File: src/rtl/cpu_bus_pkg.sv
// Shared definitions for the CPU bus controller: memory map, slave indices,
// FSM state encoding and the latched request record.
package cpu_bus_pkg;

    localparam int ADDR_W     = 27;
    localparam int DATA_W     = 32;
    localparam int NUM_SLAVES = 3;

    // Word-address regions; SDRAM starts at address zero so only its limit is needed
    localparam logic [ADDR_W-1:0] SDRAM_LIMIT = 27'h07F_FFFF;
    localparam logic [ADDR_W-1:0] FLASH_BASE  = 27'h080_0000;
    localparam logic [ADDR_W-1:0] FLASH_LIMIT = 27'h0BF_FFFF;
    localparam logic [ADDR_W-1:0] IO_BASE     = 27'h0C0_0000;
    localparam logic [ADDR_W-1:0] IO_LIMIT    = 27'h0C7_FFFF;

    localparam logic [1:0] SLV_SDRAM = 2'd0;
    localparam logic [1:0] SLV_FLASH = 2'd1;
    localparam logic [1:0] SLV_IO    = 2'd2;

    localparam logic [DATA_W-1:0] DEFAULT_ERR_DATA = 32'h0000_0000;

    typedef enum logic [1:0] {
        ST_IDLE = 2'd0,
        ST_REQ  = 2'd1,
        ST_ERR  = 2'd2,
        ST_DONE = 2'd3
    } busState_t;

    // Copy of the accepted CPU transfer, held stable while a slave works on it
    typedef struct packed {
        logic [ADDR_W-1:0] addr;
        logic [DATA_W-1:0] data;
        logic              we;
        logic [1:0]        slave;
    } busReq_t;

endpackage

File: src/rtl/bus_addr_decoder.sv
// Combinational address decoder: maps a word address and direction onto a
// slave index, flagging holes in the map and writes to read-only flash.
module bus_addr_decoder
    import cpu_bus_pkg::*;
(
    input  logic [ADDR_W-1:0] i_addr,
    input  logic              i_we,
    output logic [1:0]        o_slave,
    output logic              o_unmapped,
    output logic              o_illegal
);

    logic w_isSdram;
    logic w_isFlash;
    logic w_isIo;

    assign w_isSdram = (i_addr <= SDRAM_LIMIT);
    assign w_isFlash = (i_addr >= FLASH_BASE) && (i_addr <= FLASH_LIMIT);
    assign w_isIo    = (i_addr >= IO_BASE) && (i_addr <= IO_LIMIT);

    // Pick the slave index; unmapped addresses default to SDRAM but are flagged
    always_comb begin
        o_slave    = SLV_SDRAM;
        o_unmapped = 1'b0;
        o_illegal  = 1'b0;
        if (w_isFlash) begin
            o_slave   = SLV_FLASH;
            o_illegal = i_we;
        end else if (w_isIo) begin
            o_slave = SLV_IO;
        end else if (!w_isSdram) begin
            o_unmapped = 1'b1;
        end
    end

endmodule

File: src/rtl/cpu_bus_controller.sv
// CPU bus target: decodes each transfer, runs a req/ack handshake with one of
// three slaves under a timeout, and returns data with a one-cycle done pulse.
module cpu_bus_controller
    import cpu_bus_pkg::*;
#(
    parameter int                TIMEOUT_CYCLES = 1024,
    parameter logic [DATA_W-1:0] ERR_DATA       = DEFAULT_ERR_DATA
) (
    input  logic              clk,
    input  logic              reset,
    input  logic [ADDR_W-1:0] bus_addr,
    input  logic [DATA_W-1:0] bus_data,
    input  logic              bus_we,
    input  logic              bus_start,
    output logic [DATA_W-1:0] bus_q,
    output logic              bus_done,
    output logic              busy,
    output logic [ADDR_W-1:0] s0_addr,
    output logic [DATA_W-1:0] s0_data,
    output logic              s0_we,
    output logic              s0_req,
    input  logic [DATA_W-1:0] s0_q,
    input  logic              s0_ack,
    output logic [ADDR_W-1:0] s1_addr,
    output logic [DATA_W-1:0] s1_data,
    output logic              s1_we,
    output logic              s1_req,
    input  logic [DATA_W-1:0] s1_q,
    input  logic              s1_ack,
    output logic [ADDR_W-1:0] s2_addr,
    output logic [DATA_W-1:0] s2_data,
    output logic              s2_we,
    output logic              s2_req,
    input  logic [DATA_W-1:0] s2_q,
    input  logic              s2_ack,
    output logic              err_unmapped,
    output logic              err_timeout,
    input  logic              err_clr
);

    localparam int              CNT_W    = $clog2(TIMEOUT_CYCLES + 1);
    localparam logic [CNT_W-1:0] CNT_LAST = CNT_W'(TIMEOUT_CYCLES - 1);
    localparam logic [CNT_W-1:0] CNT_MAX  = CNT_W'(TIMEOUT_CYCLES);

    busState_t             r_state;
    busState_t             w_nextState;
    busReq_t               r_req;
    logic [CNT_W-1:0]      r_count;
    logic [DATA_W-1:0]     r_q;
    logic                  r_errUnmapped;
    logic                  r_errTimeout;

    logic [1:0]            w_decSlave;
    logic                  w_decUnmapped;
    logic                  w_decIllegal;
    logic                  w_accept;
    logic [NUM_SLAVES-1:0] w_reqVec;
    logic [NUM_SLAVES-1:0] w_ackVec;
    logic                  w_ack;
    logic                  w_timeout;
    logic [DATA_W-1:0]     w_slvQ;

    bus_addr_decoder u_decoder (
        .i_addr     (bus_addr),
        .i_we       (bus_we),
        .o_slave    (w_decSlave),
        .o_unmapped (w_decUnmapped),
        .o_illegal  (w_decIllegal)
    );

    // A new transfer is only taken when the controller is free or just finishing
    assign w_accept = bus_start && ((r_state == ST_IDLE) || (r_state == ST_DONE));

    // Only the latched slave sees req, and only its ack counts while req is up
    assign w_reqVec  = (r_state == ST_REQ) ? (NUM_SLAVES'(1) << r_req.slave) : '0;
    assign w_ackVec  = {s2_ack, s1_ack, s0_ack} & w_reqVec;
    assign w_ack     = |w_ackVec;
    assign w_timeout = (r_state == ST_REQ) && !w_ack && (r_count == CNT_LAST);

    // Return-data mux from the latched slave
    always_comb begin
        w_slvQ = s0_q;
        case (r_req.slave)
            SLV_FLASH: w_slvQ = s1_q;
            SLV_IO:    w_slvQ = s2_q;
            default:   w_slvQ = s0_q;
        endcase
    end

    // State register; reset abandons any transfer in flight
    always_ff @(posedge clk or negedge reset) begin
        if (!reset) begin
            r_state <= ST_IDLE;
        end else begin
            r_state <= w_nextState;
        end
    end

    // Next-state logic: IDLE/DONE accept, REQ waits for ack or timeout, ERR finishes immediately
    always_comb begin
        w_nextState = r_state;
        case (r_state)
            ST_IDLE, ST_DONE: begin
                if (bus_start) begin
                    w_nextState = (w_decUnmapped || w_decIllegal) ? ST_ERR : ST_REQ;
                end else begin
                    w_nextState = ST_IDLE;
                end
            end
            ST_REQ: begin
                if (w_ack || w_timeout) begin
                    w_nextState = ST_DONE;
                end
            end
            ST_ERR:  w_nextState = ST_DONE;
            default: w_nextState = ST_IDLE;
        endcase
    end

    // Latch the accepted transfer so slave ports stay stable while the CPU moves on
    always_ff @(posedge clk or negedge reset) begin
        if (!reset) begin
            r_req <= '0;
        end else if (w_accept) begin
            r_req.addr  <= bus_addr;
            r_req.data  <= bus_data;
            r_req.we    <= bus_we;
            r_req.slave <= w_decSlave;
        end
    end

    // Saturating wait counter, restarted with every accepted transfer
    always_ff @(posedge clk or negedge reset) begin
        if (!reset) begin
            r_count <= '0;
        end else if (w_accept) begin
            r_count <= '0;
        end else if ((r_state == ST_REQ) && (r_count != CNT_MAX)) begin
            r_count <= r_count + CNT_W'(1);
        end
    end

    // Capture the response: slave data on read ack, zero on write ack, error data otherwise
    always_ff @(posedge clk or negedge reset) begin
        if (!reset) begin
            r_q <= '0;
        end else if ((r_state == ST_REQ) && w_ack) begin
            r_q <= r_req.we ? '0 : w_slvQ;
        end else if (w_timeout || (r_state == ST_ERR)) begin
            r_q <= ERR_DATA;
        end
    end

    // Sticky error flags; a new error beats a simultaneous clear
    always_ff @(posedge clk or negedge reset) begin
        if (!reset) begin
            r_errUnmapped <= 1'b0;
            r_errTimeout  <= 1'b0;
        end else begin
            if (r_state == ST_ERR) begin
                r_errUnmapped <= 1'b1;
            end else if (err_clr) begin
                r_errUnmapped <= 1'b0;
            end
            if (w_timeout) begin
                r_errTimeout <= 1'b1;
            end else if (err_clr) begin
                r_errTimeout <= 1'b0;
            end
        end
    end

    assign bus_q        = r_q;
    assign bus_done     = (r_state == ST_DONE);
    assign busy         = (r_state != ST_IDLE);
    assign err_unmapped = r_errUnmapped;
    assign err_timeout  = r_errTimeout;

    assign s0_addr = r_req.addr;
    assign s0_data = r_req.data;
    assign s0_we   = r_req.we;
    assign s0_req  = w_reqVec[0];
    assign s1_addr = r_req.addr;
    assign s1_data = r_req.data;
    assign s1_we   = r_req.we;
    assign s1_req  = w_reqVec[1];
    assign s2_addr = r_req.addr;
    assign s2_data = r_req.data;
    assign s2_we   = r_req.we;
    assign s2_req  = w_reqVec[2];

endmodule
File: config.mk
export PLATFORM = sky130hd
export DESIGN_NAME = cpu_bus_controller
export DESIGN_NICKNAME = d
export VERILOG_FILES = /design/src/rtl/cpu_bus_pkg.sv /design/src/rtl/bus_addr_decoder.sv /design/src/rtl/cpu_bus_controller.sv
export SDC_FILE = /design/constraint.sdc
export NUM_CORES = 1
export LEC_CHECK = 0
export BUFFER_PORTS_ARGS = -buffer_cell sky130_fd_sc_hd__buf_2
export CAP_MARGIN = 25
export CORE_AREA = 2 2 147 149
export DETAILED_ROUTE_END_ITERATION = 16
export DIE_AREA = 0 0 149 151
export HOLD_SLACK_MARGIN = 0.06
export PLACE_DENSITY = 0.6
export SLEW_MARGIN = 5
export SYNTH_ARGS = -nofsm -noshare
export SYNTH_HDL_FRONTEND = slang
export SYNTH_SLANG_ARGS = --single-unit
File: constraint.sdc
create_clock -name clk -period 2.7 [get_ports clk]
set_clock_uncertainty 0.05 [all_clocks]
set_input_delay 0 -clock clk [delete_from_list [all_inputs] [get_ports clk]]
set_output_delay 0 -clock clk [all_outputs]
set_load 0.02 [all_outputs]
==> run_results.csv, run 1 <==
group,metric,value,unit
logic_synthesis,synth_area,6370,µm²
placement,dp_hpwl,13.4,mm
final_layout,drive_gt1_frac,0.399,
logic_synthesis,synth_area_leaders,"dfrtp_1, buf_4, nand2_1",
floorplan,core,20800,µm²
outcome,status,"finished, final reports clean",
clocking,cts_tree,"done",
timing,rsz0062_at_grt,"false",
timing,fin_crit,2280,ps
logic_synthesis,ys.flop_type,"dfrtp_1",
power,finalPower,10.0,mW
power,p_comb_frac,0.567,
clocking,cts.clk_slew.worst_paths,80,ps
detailed_routing,vias,5896,
power,power_density,1150,nW/µm²
timing,setup_tns,0,ps
detailed_routing,viasPerCell,4.48,
placement,place.gp.congestion,0.723,
critical_path,r2r_end,"bus_q[27]",
critical_path,r2r_cells,8,
clocking,cts_buffers,9,
power,clockPowerShare,0.136,
timing,post-route-period-util,0.844,
logic_synthesis,yosys.area.top_type,"dfrtp_1",
timing,slew_violations,0,
detailed_routing,wl_per_cell,14.7,µm
power,ir_worst_vdd,0.764,mV
logic_synthesis,syn_area_per_cell,8.79,µm²
floorplan,initial_core_util,0.306,
clocking,cts_setup_buffers,0,
power,leakage,4.65,nW
clocking,clock_sink_count,109,
power,switching_share,0.503,
power,internal-power,4.98,mW
final_layout,fillers,1996,
critical_path,cp_slowest_stage_delay,590,ps
clocking,clk_root_buffer_cell,"clkbuf_16",
detailed_routing,drtPass1Iterations,4,
critical_path,start_kind,"flip-flop",
timing,final_hold_viol_count,0,
timing,worst_pin_slew,614,ps
critical_path,r2r_start,"r_req[0]",
clocking,clk_latency,360,ps
floorplan,io_pins,382,
logic_synthesis,synthCells,725,
flow_run,cap_violations,0,
final_layout,finalNetCount,1207,
timing,max_freq,0.439,GHz
logic_synthesis,yosys.cell_types.count,40,
floorplan,die_area,22500,µm²
worst_hold_path,whs_path_depth,5,
worst_hold_path,holdCritPathClass,"primary input to flip-flop",
timing,finalSetupViolations,0,
worst_hold_path,min_from,"s1_q[7]",
floorplan,rows,53,
logic_synthesis,ys_seq_area_frac,0.428,
global_routing,grt_max_degree,65,
clocking,post_cts_resized,0,
power,p_switching,5.05,mW
logic_synthesis,async_flop_share,1.00,
detailed_routing,drt_iter0_markers,172,
logic_synthesis,yosysWarnings,0,
critical_path,path_max_fanout,33,
timing,slew_headroom,0.591,
global_routing,grt_antenna_before_repair,2,
critical_path,r2r_setup_slack,420,ps
detailed_routing,drcViolationCount,0,
power,pwr-share-seq,0.297,
global_routing,grt_usage,0.163,
logic_synthesis,ys_ff_latch,109,
critical_path,worstPathCellList,"inv_1 > ha_1 > buf_4 > a22oi_1 > nand2_1 > o21ai_0 > dlygate4sd3_1 > o2bb2ai_1",
floorplan,die_h,151,µm
global_routing,grt_pass1_vias,5554,
clocking,cts.htree.levels,3,
critical_path,worstPathRequired,2930,ps
logic_synthesis,synth-edff-count,0,
floorplan,die_width,149,µm
logic_synthesis,synth_top_area_frac,0.428,
worst_hold_path,whs_endpoint,"bus_q[7]",
detailed_routing,drt_wl_total,19.4,mm
critical_path,critPathTopFamily,"buffers and inverters",
detailed_routing,antenna_left,0,
logic_synthesis,syn-num-nets,897,
critical_path,critPathKind,"flip-flop to flip-flop",
critical_path,cp_slowest_cell,"dlygate4sd3_1",
clocking,clockBufferDepth,2,
critical_path,path_buf_inv,3,
critical_path,worstSetupEndpointType,"flip-flop",
final_layout,syn_to_final_growth,37.4,%
critical_path,critPathArrivalTime,2510,ps
placement,port_buffers,381,
global_routing,overflow,0,
global_routing,grt_pass1_wl,28.9,mm
[stage by stage]
| stage | area (µm²) | setup WS, ps | hold slack (ps) | utilization | instances |
|---|---|---|---|---|---|
| floorplan | 6370 | 800 | -346 | - | 725 |
| global placement | 7200 | 737 | -3.60 | 0.346 | 1174 |
| detailed placement | 7200 | 646 | 3.07 | 0.346 | 1174 |
| CTS | 8750 | 471 | 60.7 | 0.420 | 1315 |
| global route | 8750 | 255 | 83.1 | 0.420 | 1316 |
| finish | 8750 | 422 | 62.7 | 0.420 | 1317 |
[layer usage]
metal / global-route usage / share of wire / vias up
met5: 0 / 0.00067 / -
met4: 0.0757 / 0.029 / 2
met3: 0.0328 / 0.074 / 30
met2: 0.289 / 0.49 / 278
met1: 0.190 / 0.40 / 2760
li1: - / - / 2826
[cell usage after synthesis (2+ instances only)]
cell	number
a21oi_1	2
o2bb2ai_2	3
nor3_1	4
nor2_1	9
buf_6	5
inv_1	12
o2bb2ai_1	30
buf_2	5
buf_4	179
nor4_1	3
mux2i_1	2
buf_1	2
or3_1	5
nand4_1	3
and2_1	3
nand3_1	4
xnor2_1	4
xor2_1	2
nand2_1	219
dfrtp_1	109
clkbuf_1	25
ha_1	9
a22oi_1	32
a31oi_1	3
o21ai_0	36
[worst min-delay path: stages]
cell	delay, ps
buf_2	80
a22oi_1	50
nand2_1	60
o21ai_0	100
o2bb2ai_1	140
[layout by cell type, fill, tap and decap left out, types with 2 or more instances in the layout]
cell type	Yosys	routed
a21oi_1	2	2
a22oi_1	32	32
a31oi_1	3	3
and2_1	3	3
buf_12	0	2
buf_2	5	380
buf_4	179	8
clkbuf_16	0	9
clkinv_2	0	3
dfrtp_1	109	109
diode_2	0	2
dlygate4sd3_1	0	125
ha_1	9	9
inv_1	12	12
inv_6	0	3
mux2i_1	2	2
nand2_1	219	218
nand3_1	4	4
nand4_1	3	3
nor2_1	9	9
nor3_1	4	4
nor4_1	3	3
o21ai_0	36	36
o2bb2ai_1	30	30
o2bb2ai_2	3	3
or3_1	5	5
xnor2_1	4	4
xor2_1	2	2
[power groups by stage]
| stage | clock network [mW] | registers (mW) | logic (mW) |
|---|---|---|---|
| after global routing | 1.48 | 3.09 | 6.12 |
| after CTS | 1.42 | 2.99 | 5.70 |
| after floorplan | 0 | 3.13 | 4.95 |
| after global placement | 0 | 3.01 | 5.40 |
| after detailed placement | 0 | 3.01 | 5.46 |
| final | 1.36 | 2.98 | 5.68 |
[registers in the layout (all words and copies together), names as in the netlist]
| register | count |
|---|---|
| bus_q | 32 |
| s0_data | 32 |
| s0_addr | 27 |
| r_count | 11 |
| r_req | 2 |
| r_state | 2 |
| err_timeout | 1 |
| err_unmapped | 1 |
| s0_we | 1 |
[worst max path at each step]
stage / from / endpoint / slack [ps] / cells past startpoint
global placement: r_req[0] / bus_q[15] / 740 / 7
global route: r_req[0] / bus_q[21] / 250 / 6
floorplan: r_req[0] / r_state[1] / 800 / 7
CTS: r_req[0] / bus_q[29] / 470 / 6
finish: r_req[0] / bus_q[27] / 420 / 8
detailed placement: r_req[0] / bus_q[27] / 650 / 7
[cell families after synthesis]
logic type | after synthesis | share of synthesized area
buffers and inverters | 228 | 0.247
AOI/OAI and AO/OA | 113 | 0.129
DFF | 109 | 0.428
and+or+nand+nor | 257 | 0.165
xor gates and xnor gates | 6 | 0.00825
muxes | 3 | 0.00491
adders and majority gates | 9 | 0.0177
[area by class of cell]
type	instances	area, µm²	share of cell area
clock buffer	9	225	0.0257
sequential	109	2730	0.312
multi-input combinational	388	2080	0.238
clock inverter	7	71.3	0.00815
tap	275	344	0.0393
timing repair buffer	515	3250	0.372
inverter	12	45.0	0.00515
antenna	2	5.00	0.000572
[timing repair]
item	4_1_cts	5_1_grt
hold buffers	125	0
endpoints found under the hold margin	142	0
setup endpoints to repair	0	0
Note: power is estimated with default switching activity, not from simulation.
==> run 2: changes to the inputs <==
- ABC_AREA: unset -> 1
- CORE_AREA: 2 2 147 149 -> 2 2 149 151
- DIE_AREA: 0 0 149 151 -> 0 0 151 153
- clock period: 2.7 -> 2.3 ns (I/O delays scaled with it)
==> run_results.csv, run 2 <==
group,metric,value,unit
outcome,status,"finished, final reports clean",
detailed_routing,drt_iter0_markers,259,
clocking,clock_sink_count,109,
timing,finalSetupViolations,0,
clocking,cts_tree,"done",
placement,dp_slack,307,ps
global_routing,overflow,0,
global_routing,grt_pass1_wl,31.5,mm
final_layout,fillers,2175,
global_routing,grt_usage,0.172,
final_layout,finalNetCount,1340,
critical_path,start_kind,"flip-flop",
timing,rsz0062_at_grt,"false",
logic_synthesis,synth_top_family_by_area,"buffers and inverters",
detailed_routing,wl_per_cell,14.2,µm
logic_synthesis,yosys.area.top_type,"dfrtp_1",
timing,fin_crit,2190,ps
timing,slew_headroom,0.570,
detailed_routing,drcViolationCount,0,
logic_synthesis,ys_seq_area_frac,0.410,
logic_synthesis,synth_top_area_frac,0.410,
clocking,cts.clk_slew.worst_paths,80,ps
logic_synthesis,ys.flop_type,"dfrtp_1",
detailed_routing,vias,6346,
placement,dp_cells,1308,
final_layout,mostFrequentLayoutCells,"buf_2, nand2_1, dlygate4sd3_1, dfrtp_1, nand3_1",
logic_synthesis,ys_ff_latch,109,
timing,worst_pin_slew,644,ps
floorplan,die_area,23100,µm²
global_routing,grt_max_degree,61,
critical_path,critPathKind,"flip-flop to flip-flop",
floorplan,io_pins,382,
logic_synthesis,ys_top_cells_by_count,"nand2_1, buf_4, dfrtp_1, nand3_1, o21ai_0",
critical_path,r2r_cells,9,
logic_synthesis,synth-xor-area-share,0.00527,
flow_run,cap_violations,0,
power,leakage,4.99,nW
timing,setup_tns,0,ps
logic_synthesis,synth_area,6650,µm²
critical_path,worstPathRequired,2480,ps
logic_synthesis,yosys.cell_types.count,25,
clocking,clk_root_buffer_cell,"clkbuf_16",
logic_synthesis,synth-simple-area-share,0.224,
power,ir_worst_vdd,0.610,mV
logic_synthesis,synthCells,853,
timing,post-route-period-util,0.953,
detailed_routing,viasPerCell,4.37,
critical_path,r2r_end,"bus_q[22]",
detailed_routing,drtPass1Iterations,4,
floorplan,rows,54,
logic_synthesis,async_flop_share,1.00,
logic_synthesis,synth.area.mux_share,0,
final_layout,final_cells,1453,
timing,max_freq,0.456,GHz
critical_path,r2r_setup_slack,110,ps
clocking,clockBufferDepth,2,
critical_path,startpoint,"r_req[1]",
critical_path,cp-endpoint,"bus_q[22]",
critical_path,critPathArrivalTime,2370,ps
critical_path,path_max_fanout,16,
detailed_routing,drt_wl_total,20.7,mm
logic_synthesis,synthAdderAreaFrac,0.0169,
detailed_routing,antenna_left,0,
placement,port_buffers,381,
final_layout,mostFrequentLayoutCell,"buf_2",
logic_synthesis,synth_area_leaders,"dfrtp_1, buf_4, nand2_1",
logic_synthesis,syn_area_per_cell,7.80,µm²
logic_synthesis,synth_most_common_cell,"nand2_1",
final_layout,diodes,0,
critical_path,r2r_start,"r_req[1]",
placement,dp_hpwl,14.4,mm
worst_hold_path,holdCritPathClass,"primary input to flip-flop",
timing,fin_ws,109,ps
timing,final_hold_viol_count,0,
floorplan,core,21500,µm²
critical_path,worstSetupEndpointType,"flip-flop",
global_routing,grt_antenna_before_repair,0,
logic_synthesis,yosysWarnings,0,
clocking,cts_buffers,9,
final_layout,drive_gt1_frac,0.362,
power,power_density,1240,nW/µm²
final_layout,syn_to_final_growth,36.6,%
logic_synthesis,synth_compound_area_frac,0.0907,
logic_synthesis,syn-num-nets,1025,
clocking,clk_latency,350,ps
floorplan,initial_core_util,0.310,
clocking,cts.htree.levels,3,
global_routing,grt_pass1_vias,6083,
floorplan,die_h,153,µm
logic_synthesis,synth-edff-count,0,
floorplan,die_width,151,µm
timing,slew_violations,0,
placement,place.gp.congestion,0.823,
## run 2: cell types whose count changed after synthesis, moves of 5 or more
cell       previous run  this run
a21oi_1               2        35
o21ai_0              36        51
nand3_1               4        58
inv_1                12        33
a22oi_1              32         0
o2bb2ai_1            30         0
or3_1                 5         0
nor2_1                9        17
nand2_1             219       268
o21ai_1               1        30
nor2_4                0         5
## run 2: final cells by class
cell class | count | area [µm²] | area share
Clock buffer | 10 | 239 | 0.0263
Clock inverter | 6 | 51.3 | 0.00565
Inverter | 35 | 131 | 0.0145
Multi-Input combinational cell | 491 | 2240 | 0.247
Sequential cell | 109 | 2730 | 0.300
Tap cell | 280 | 350 | 0.0386
Timing Repair Buffer | 522 | 3340 | 0.368
## run 2: layer usage
layer  GRT usage  vias up  wire length [µm]
met5           0        -                 0
met4      0.0579        0               516
met3      0.0415       27              1420
met2       0.305      263             10300
met1       0.201     2909              8490
li1            -     3147                 -
## run 2: how the worst min path moves through the flow
stage / end / slack [ps] / start / depth (start not counted)
finish: bus_q[30] / 100 / s1_q[30] / 5
global route: bus_q[30] / 120 / s1_q[30] / 5
CTS: bus_q[30] / 70 / s1_q[30] / 5
detailed placement: bus_q[4] / 7 / reset / 1
global placement: bus_q[4] / 20 / reset / 1
floorplan: bus_q[0] / -350 / reset / 0
## run 2: kinds of logic (layout without fill, tap and decap cells)
family,count (synthesis),count (layout)
flops,109,109
buf+inv,253,573
xor+xnor,4,4
fa+ha+maj,9,9
simple gates,359,359
compound gates,119,119
## run 2: what timing repair did
action,4_1_cts,5_1_grt
buffers inserted,0,1
endpoints found under the hold margin,142,0
hold buffers,127,0
setup endpoints to repair,0,31
gates resized for setup,0,5
## run 2: worst max-delay path, stage by stage (launching register included)
cell	delay, ps
dfrtp_1	420
inv_1	90
ha_1	310
inv_2	70
buf_12	150
a21oi_1	190
nand2_1	80
o21ai_0	80
dlygate4sd3_1	580
o21ai_1	60
## run 2: stage by stage
step           power [mW]  hold slack, ps  cell area [µm²]   util
2_1_floorplan        9.08            -346             6650      -
3_3_place_gp         9.41            18.4             7480  0.348
3_5_place_dp         9.48            6.88             7480  0.348
4_1_cts              11.4            70.3             9040  0.421
5_1_grt              12.1             122             9090  0.423
6_report             11.2             104             9090  0.423
## run 2: power by group
| part | switching (mW) | internal [mW] | total [mW] |
|---|---|---|---|
| Clock | 0.795 | 0.789 | 1.58 |
| Sequential | 0.699 | 2.64 | 3.34 |
| Combinational | 4.26 | 2.07 | 6.33 |
| Total | 5.75 | 5.49 | 11.2 |
==> run 3: changes to the inputs <==
- ABC_AREA: 1 -> unset
- CORE_AREA: 2 2 149 151 -> 2 2 147 149
- DIE_AREA: 0 0 151 153 -> 0 0 149 151
==> run_results.csv, run 3 (synthesis gave the netlist of run 1 again) <==
group,metric,value,unit
timing,setup_tns,0,ps
floorplan,io_pins,382,
final_layout,syn_to_final_growth,40.5,%
floorplan,die_width,149,µm
final_layout,ff_latch_area,2730,µm²
timing,post-route-period-util,0.942,
critical_path,cp-endpoint,"bus_q[3]",
final_layout,drive_gt1_frac,0.396,
critical_path,crit_cells,8,
detailed_routing,drcViolationCount,0,
detailed_routing,wl_per_cell,14.8,µm
final_layout,mostFrequentLayoutCells,"buf_2, nand2_1, dlygate4sd3_1, dfrtp_1, o21ai_0",
critical_path,path_max_fanout,33,
floorplan,die_h,151,µm
critical_path,cp_slowest_stage_delay,570,ps
critical_path,worstPathCellList,"inv_1 > ha_1 > buf_6 > a22oi_1 > nand2_1 > o21ai_0 > dlygate4sd3_1 > o2bb2ai_1",
final_layout,mostFrequentLayoutCell,"buf_2",
placement,dp_cells,1181,
clocking,clock_sink_count,109,
power,ir_worst_vdd,0.922,mV
detailed_routing,drt_iter0_markers,193,
global_routing,grt_pass1_vias,5600,
timing,slew_violations,0,
final_layout,final_cells,1334,
critical_path,start_kind,"flip-flop",
clocking,cts_setup_buffers,0,
critical_path,startpoint,"r_req[0]",
final_layout,multi_input_area,2080,µm²
timing,finalSetupViolations,0,
floorplan,die_area,22500,µm²
flow_run,cap_violations,0,
critical_path,worstSetupEndpointType,"flip-flop",
clocking,cts.clk_slew.worst_paths,80,ps
timing,final_hold_viol_count,0,
critical_path,cp_slowest_cell,"dlygate4sd3_1",
placement,place.gp.congestion,0.739,
floorplan,rows,53,
critical_path,worstPathRequired,2520,ps
global_routing,grt_pass1_wl,29.1,mm
timing,rsz0062_at_grt,"false",
placement,dp_hpwl,13.4,mm
placement,port_buffers,381,
critical_path,path_buf_inv,3,
clocking,cts_tree,"done",
floorplan,initial_core_util,0.306,
final_layout,finalNetCount,1225,
clocking,cts_buffers,9,
clocking,clockBufferDepth,2,
worst_hold_path,holdCritPathClass,"primary input to flip-flop",
critical_path,critPathTopFamily,"buffers and inverters",
timing,fin_ws,133,ps
floorplan,core,20800,µm²
detailed_routing,viasPerCell,4.38,
clocking,cts.htree.levels,3,
detailed_routing,antenna_left,0,
critical_path,critPathKind,"flip-flop to flip-flop",
final_layout,fillers,1980,
timing,max_freq,0.461,GHz
power,power_density,1320,nW/µm²
critical_path,r2r_setup_slack,130,ps
placement,dp_slack,327,ps
timing,worst_pin_slew,718,ps
power,leakage,4.70,nW
detailed_routing,drt_wl_total,19.7,mm
critical_path,r2r_start,"r_req[0]",
global_routing,overflow,0,
critical_path,critPathArrivalTime,2390,ps
clocking,clk_root_buffer_cell,"clkbuf_16",
global_routing,grt_antenna_before_repair,2,
critical_path,r2r_cells,8,
outcome,status,"finished, final reports clean",
clocking,clk_latency,350,ps
critical_path,r2r_end,"bus_q[3]",
timing,slew_headroom,0.522,
detailed_routing,drtPass1Iterations,4,
global_routing,grt_max_degree,110,
global_routing,grt_usage,0.166,
timing,fin_crit,2170,ps
detailed_routing,vias,5845,
[run 3: report_power, final]
| group | switching [mW] | total (mW) | leakage (nW) | internal, mW |
|---|---|---|---|---|
| clock | 0.719 | 1.57 | 0.134 | 0.851 |
| sequential | 0.770 | 3.51 | 1.41 | 2.74 |
| combinational | 4.40 | 6.73 | 3.16 | 2.33 |
[run 3: worst reg2reg max path, delay by kind of cell, from the launching register on]
| family | cells | cell delay (ps) |
|---|---|---|
| buf+inv | 3 | 950 |
| compound gates | 3 | 410 |
| flops | 1 | 380 |
| fa+ha+maj | 1 | 200 |
| simple gates | 1 | 90 |
[run 3: worst min path at each step]
stage / startpoint / to / slack, ps / depth (start not counted)
2_1_floorplan: reset / bus_q[0] / -350 / 0
4_1_cts: s1_q[31] / bus_q[31] / 60 / 5
3_5_place_dp: reset / bus_q[24] / 90 / 2
5_1_grt: s0_ack / r_state[0] / 100 / 5
6_report: s0_ack / r_state[0] / 80 / 5
3_3_place_gp: reset / bus_q[8] / 80 / 2
[run 3: layer usage]
| metal | track usage | wire length, µm |
|---|---|---|
| met4 | 0.0571 | 355 |
| met3 | 0.0358 | 1380 |
| met2 | 0.306 | 9940 |
| met1 | 0.190 | 8010 |
| met5 | 0 | 12 |
[run 3: timing repair]
action	CTS	global route
hold endpoints to repair	206	0
gates resized for setup	0	3
endpoints found under the setup margin	0	23
hold buffers	136	0
[run 3: final cells by class]
type,count,area share
diodes,1,0.000280
clock buffers,13,0.0268
clock inverters,3,0.00517
inverters,12,0.00503
multi-input cells,388,0.233
flip-flops and latches,109,0.305
well taps,275,0.0384
repair buffers,533,0.387
[run 3: metrics by stage]
stage	utilization	hold slack, ps	area [µm²]	total power, mW
final	0.430	81.6	8950	11.8
after global routing	0.430	96.7	8950	12.6
after CTS	0.429	64.2	8940	11.9
after detailed placement	0.350	87.1	7290	10.0
after global placement	0.350	79.3	7290	9.98
after floorplan	-	-346	6370	9.49
